===== config.mk =====
export PLATFORM = sky130hd
export DESIGN_NAME = serial_load_ctrl
export DESIGN_NICKNAME = d
export VERILOG_FILES = /design/src/rtl/serial_load_ctrl.sv
export SDC_FILE = /design/constraint.sdc
export NUM_CORES = 1
export LEC_CHECK = 0
export ABC_CLOCK_PERIOD_IN_PS = 3400
export CELL_PAD_IN_SITES_DETAIL_PLACEMENT = 1
export CELL_PAD_IN_SITES_GLOBAL_PLACEMENT = 2
export CORE_MARGIN = 2
export CORE_UTILIZATION = 39
export CTS_BUF_LIST = sky130_fd_sc_hd__clkbuf_4 sky130_fd_sc_hd__clkbuf_8
export DETAILED_ROUTE_END_ITERATION = 12
export PLACE_DENSITY = 0.95
export SETUP_SLACK_MARGIN = 0.1
export SYNTH_ARGS = -nofsm -noshare
export SYNTH_HDL_FRONTEND = slang
export SYNTH_SLANG_ARGS = --single-unit

===== constraint.sdc =====
create_clock -name CK -period 3.4 [get_ports CK]
set_input_delay 0.51 -clock CK [delete_from_list [all_inputs] [get_ports CK]]
set_output_delay 0.51 -clock CK [all_outputs]
set_load 0.05 [all_outputs]

===== src/rtl/serial_load_ctrl.sv =====
// serial_load_ctrl: collects SIN/SVALID bits into a WIDTH-bit word and loads it onto D with a one-cycle E strobe; define PARITY_CHK_EN to add an even-parity bit check (ports: CK, R async reset, START, SIN, SVALID, ABORT in; D, E, BUSY, PERR out)
module serial_load_ctrl #(
  parameter int WIDTH     = 8,
  parameter bit MSB_FIRST = 1'b1
) (
  input  logic             CK,
  input  logic             R,
  input  logic             START,
  input  logic             SIN,
  input  logic             SVALID,
  input  logic             ABORT,
  output logic [WIDTH-1:0] D,
  output logic             E,
  output logic             BUSY,
  output logic             PERR
);
  localparam int CW = $clog2(WIDTH) + 1;
`ifdef PARITY_CHK_EN
  typedef enum logic [1:0] {IDLE, SHIFT, PAR} state_t;
`else
  typedef enum logic [1:0] {IDLE, SHIFT} state_t;
`endif
  state_t state, state_n;
  logic [CW-1:0] cnt;
  logic [WIDTH-1:0] sr, nxt, word;
  logic shift, load, last;
  assign nxt  = MSB_FIRST ? {sr[WIDTH-2:0], SIN} : {SIN, sr[WIDTH-1:1]};
  assign last = cnt == CW'(WIDTH - 1);
`ifdef PARITY_CHK_EN
  logic perr_n;
  assign word = sr;
`else
  assign word = nxt;
  assign PERR = 1'b0;
`endif
  always_ff @(posedge CK or posedge R)
    if (R) state <= IDLE;
    else state <= state_n;
  always_comb begin
    state_n = state;
    shift   = 1'b0;
    load    = 1'b0;
`ifdef PARITY_CHK_EN
    perr_n  = 1'b0;
`endif
    case (state)
      IDLE: state_n = START && !ABORT ? SHIFT : IDLE;
      SHIFT:
        if (ABORT) state_n = IDLE;
        else if (SVALID) begin
          shift = 1'b1;
`ifdef PARITY_CHK_EN
          state_n = last ? PAR : SHIFT;
`else
          load    = last;
          state_n = last ? IDLE : SHIFT;
`endif
        end
`ifdef PARITY_CHK_EN
      PAR:
        if (ABORT) state_n = IDLE;
        else if (SVALID) begin
          state_n = IDLE;
          perr_n  = ^{sr, SIN};
          load    = ~^{sr, SIN};
        end
`endif
      default: state_n = IDLE;
    endcase
  end
  always_ff @(posedge CK or posedge R)
    if (R) begin
      cnt  <= '0;
      sr   <= '0;
      D    <= '0;
      E    <= 1'b0;
      BUSY <= 1'b0;
    end else begin
      cnt  <= (state != SHIFT || ABORT) ? '0 : (shift && !last) ? cnt + CW'(1) : cnt;
      if (shift) sr <= nxt;
      if (load) D <= word;
      E    <= load;
      BUSY <= state_n != IDLE;
    end
`ifdef PARITY_CHK_EN
  always_ff @(posedge CK or posedge R)
    if (R) PERR <= 1'b0;
    else PERR <= perr_n;
`endif
endmodule


# Yosys cells after proc, flatten, opt, wreduce, memory -nomap -nowiden
# Index checks and enable logic that the tools add are counted.
dict set report op_classes {
  n_addsub 1
  n_mul 0
  div 0
  n_lt_le_gt_ge 0
  eq_ne 3
  n_shift 0
  n_mux 13
  n_bitwise 0
  n_reduce_logical 8
}
# operator n
set ops {}
lappend ops {{two-way mux 1 bit} 8}
lappend ops {{two-way mux 4 bit} 2}
lappend ops {{adder 4 x 1 -> 4 bit (second input constant)} 1}
lappend ops {{== test 4 x 3 -> 1 bit (second input constant)} 1}
lappend ops {{two-way mux 2 bit} 2}
lappend ops {{one-hot mux 2 bit (2 select lines)} 1}
lappend ops {{nonzero test 2 bit} 2}
lappend ops {{== test 2 x 1 -> 1 bit (second input constant)} 1}
lappend ops {{logical AND 1 bit} 2}
lappend ops {{zero test 1 bit} 2}
lappend ops {{zero test 2 bit} 1}
lappend ops {{!= test 2 x 1 -> 1 bit (second input constant)} 1}
lappend ops {{logical OR 1 bit} 1}
dict set report word_totals {
  register_bits 23
  latchBits 0
  mem_bits_rw 0
  rom_bits 0
  output_inout_bits 11
  wordCells 31
  mem_count 0
}

# Logic depth before layout (Yosys ltp)
dict set report logic_depth {
  word_depth 6
  ltp_mapped 4
}

# Worst setup path after synthesis
# Ideal clock, no wire load.
dict set report synth_path {
  path_kind {reg2reg}
  startpoint {reg cnt[0]}
  endpoint {reg D[0]}
  t_arrival_ns 1.475
  t_required_ns 3.275
  setup_slack_ns 1.800
  path_stages_with_launch 5
  cell_sequence {dfrtp_1 -> ha_1 -> nand3b_1 -> nor4_4 -> mux2_2}
}
dict set report synth_between {
  elab_chain_len 4
}
# item line_no
set synth_rtl {}
lappend synth_rtl {{from (decl)} 24} ;# logic [CW-1:0] cnt;
lappend synth_rtl {{from (signal assigned)} 79} ;# cnt <= (state != SHIFT || ABORT) ? '0 : (shift && !last) ? cnt + CW'(1) : cnt;
lappend synth_rtl {{== test 4 x 3 -> 1 bit} 28} ;# assign last = cnt == CW'(WIDTH - 1);
lappend synth_rtl {{two-way mux 1 bit} 50} ;# else if (SVALID) begin
lappend synth_rtl {{two-way mux 1 bit} 49} ;# if (ABORT) state_n = IDLE;
lappend synth_rtl {{two-way mux 1 bit} 46} ;# case (state)
lappend synth_rtl {{net load} 26} ;# logic shift, load, last;
lappend synth_rtl {{to (signal assigned)} 81} ;# if (load) D <= word;
lappend synth_rtl {{to (decl)} 12} ;# output logic [WIDTH-1:0] D,
# The timed path passes the listed nets, and every way through them passes these cells.
# A chain may end at the register's enable or synchronous reset.

# Final worst setup path
dict set report layout_path {
  startpoint {reg D[1]}
  endpoint {out D[1]}
}
# No word-level cell between the ends.

==> impl_metrics.env <==
export IMPL_final_fill_count=238
export IMPL_cp_required_ns=2.89
export IMPL_synth_largest_area_cell="dfrtp_1"
export IMPL_p_leak_nw=0.528
export IMPL_drv_cap=0
export IMPL_slew_headroom=0.430
export IMPL_reg2reg_depth=4
export IMPL_syn_area_per_cell_um2=14.3
export IMPL_regToRegStartpoint="cnt[0]"
export IMPL_place_hpwl_um=1200
export IMPL_r2r_slack_ns=1.51
export IMPL_hold_end="D[0]"
export IMPL_synth_edf_count=0
export IMPL_worstSkewPairLatency_ns=0.31
export IMPL_die_width_um=52.9
export IMPL_htreeDepth=1
export IMPL_diodes=0
export IMPL_clockRootBuffer="clkbuf_4"
export IMPL_post_cts_resized=0
export IMPL_setup_worst_path_end_class="output port"
export IMPL_drive_gt1_frac=0.298
export IMPL_track_usage=0.149
export IMPL_ys_seq_elements=23
export IMPL_grt_pass1_vias=659
export IMPL_numPortBuffers=15
export IMPL_period_needed_ns=2.00
export IMPL_ir_worst_vdd_uv=200
export IMPL_synth_area_um2=932
export IMPL_drt_pass1_iter_count=2
export IMPL_io_pins=17
export IMPL_first_iter_violations=2
export IMPL_via_count=599
export IMPL_finalSetupViolCount=0
export IMPL_die_height_um=52.9
export IMPL_tightestPinTransition_ns=0.854
export IMPL_outcome="complete, no violations"
export IMPL_utilization=0.511
export IMPL_hp_class="reg2reg"
export IMPL_worstHoldStart="D[0]"
export IMPL_synth_most_common_cell="dfrtp_1"
export IMPL_finalCritPeriodShare=0.588
export IMPL_drc=0
export IMPL_whs_path_depth=1
export IMPL_p_per_area_nw_per_um2=387
export IMPL_yosysWarnings=0
export IMPL_postCtsSetupRepairBufs=0
export IMPL_cp_start_kind="flop"
export IMPL_clock_path_buffers=2
export IMPL_r2r_end="D[3]"
export IMPL_final_nets=92
export IMPL_dieArea_um2=2800
export IMPL_cts_buffers=3
export IMPL_ys_seq_area_frac=0.617
export IMPL_cts_tree="done"
export IMPL_path_buf_inv=1
export IMPL_rsz0062_at_grt="false"
export IMPL_holdBufCountCts=0
export IMPL_crit_path_top_delay_cell="clkdlybuf4s50_1"
export IMPL_fin_hold_ws_ns=0.522
export IMPL_synthFlopType="dfrtp_1"
export IMPL_yosys_top_cells_area="dfrtp_1 (62%), mux2_2 (18%), o221a_2 (2.4%)"
export IMPL_wl_per_cell_um=14.7
export IMPL_regArea_um2=576
export IMPL_num_rows=17
export IMPL_synthArstFlopShare=1.00
export IMPL_max_clock_freq_mhz=500
export IMPL_yosysTopAreaCellShare=0.617
export IMPL_cp_top_family="buffers and inverters"
export IMPL_path_cells="clkdlybuf4s50_1"
export IMPL_grt_pass1_wl_um=2940
export IMPL_ys_types=21
export IMPL_critPathMaxFanout=2
export IMPL_antenna_left=0
export IMPL_fin_worst_skew_ns=0.00665
export IMPL_routed_wl_um=1650
export IMPL_clock_sinks=23
export IMPL_overflow=0
export IMPL_slew_violations=0
export IMPL_critical_path_class="reg2out"
export IMPL_syn_to_final_growth_pct=22.4
export IMPL_core_um2=2230
export IMPL_grt_max_degree=24
export IMPL_gp_congestion=0.683
export IMPL_max_stage_delay_ns=0.81
export IMPL_multi_input_area_um2=345
export IMPL_report_final_hold_viol_count=0
export IMPL_worst_ep_arrival_time_ns=1.49
export IMPL_final_setup_tns_ns=0
export IMPL_synthTopCellsByCount="dfrtp_1 (23), mux2_2 (15), a21oi_1 (4)"
export IMPL_clk_pin_slew_ns=0.12
export IMPL_cp_depth=1
export IMPL_via_per_inst=5.35
export IMPL_start_util=0.417
export IMPL_antenna_found_initial=0
export IMPL_synthCells=65
## layout by cell type (no fill, tap or decap), drive strengths merged, types with 2 or more instances in the layout
| master | synthesis | routed |
|---|---|---|
| o21ai | 2 | 2 |
| mux2 | 15 | 15 |
| o221a | 2 | 2 |
| nand2 | 3 | 3 |
| dfrtp | 23 | 23 |
| inv | 2 | 2 |
| nor3 | 2 | 2 |
| or3 | 2 | 2 |
| a21oi | 4 | 4 |
| conb | 1 | 2 |
| clkdlybuf4s50 | 0 | 15 |
| clkbuf | 0 | 3 |
## state kept, by name, indices dropped and copies added, names as in the netlist
name and flops:
sr 7, BUSY 1, cnt 4, D 8
E 1, state 2
## cell families after synthesis
logic type | synth area share
adder cells (fa/ha/maj) | 0.0134
multiplexers | 0.181
AO/OA/AOI/OAI | 0.0564
buffers and inverters | 0.0161
other | 0.00402
flip-flops | 0.617
AND/OR/NAND/NOR | 0.111
## metrics by stage
step	setup slack [ns]	std cells	area [um^2]	power, W
3_5_place_dp	1.07	108	1110	0.000322
2_1_floorplan	1.80	66	936	0.000309
5_1_grt	1.33	112	1140	0.000463
3_3_place_gp	1.11	108	1110	0.000320
6_report	1.40	112	1140	0.000442
4_1_cts	1.39	112	1140	0.000448
## cell type report
cell class | instances | share of cell area
Timing Repair Buffer | 15 | 0.132
Tap cell | 28 | 0.0307
Inverter | 2 | 0.00658
Sequential cell | 23 | 0.504
Multi-Input combinational cell | 40 | 0.303
Clock inverter | 1 | 0.00439
Clock buffer | 3 | 0.0197
## where the power goes
| group | internal, W | switching, W |
|---|---|---|
| clock network | 0.0000439 | 0.0000813 |
| logic | 0.0000126 | 0.0000164 |
| registers | 0.000281 | 0.00000658 |
## layer usage
layer | part of all wire | track usage | vias to the layer above
met4 | 0.015 | 0.0769 | 0
met5 | 0 | 0 | -
met3 | 0.035 | 0.0339 | 4
met2 | 0.52 | 0.252 | 12
met1 | 0.43 | 0.176 | 314
li1 | - | - | 269
## worst max path at each step
stage / startpoint / end / slack, ns
4_1_cts: D[1] / D[1] / 1.39
3_3_place_gp: SVALID / D[5] / 1.11
2_1_floorplan: cnt[0] / D[0] / 1.80
5_1_grt: cnt[0] / D[3] / 1.33
3_5_place_dp: SVALID / D[1] / 1.07
6_report: D[1] / D[1] / 1.40
(Power assumes the default switching activity.)
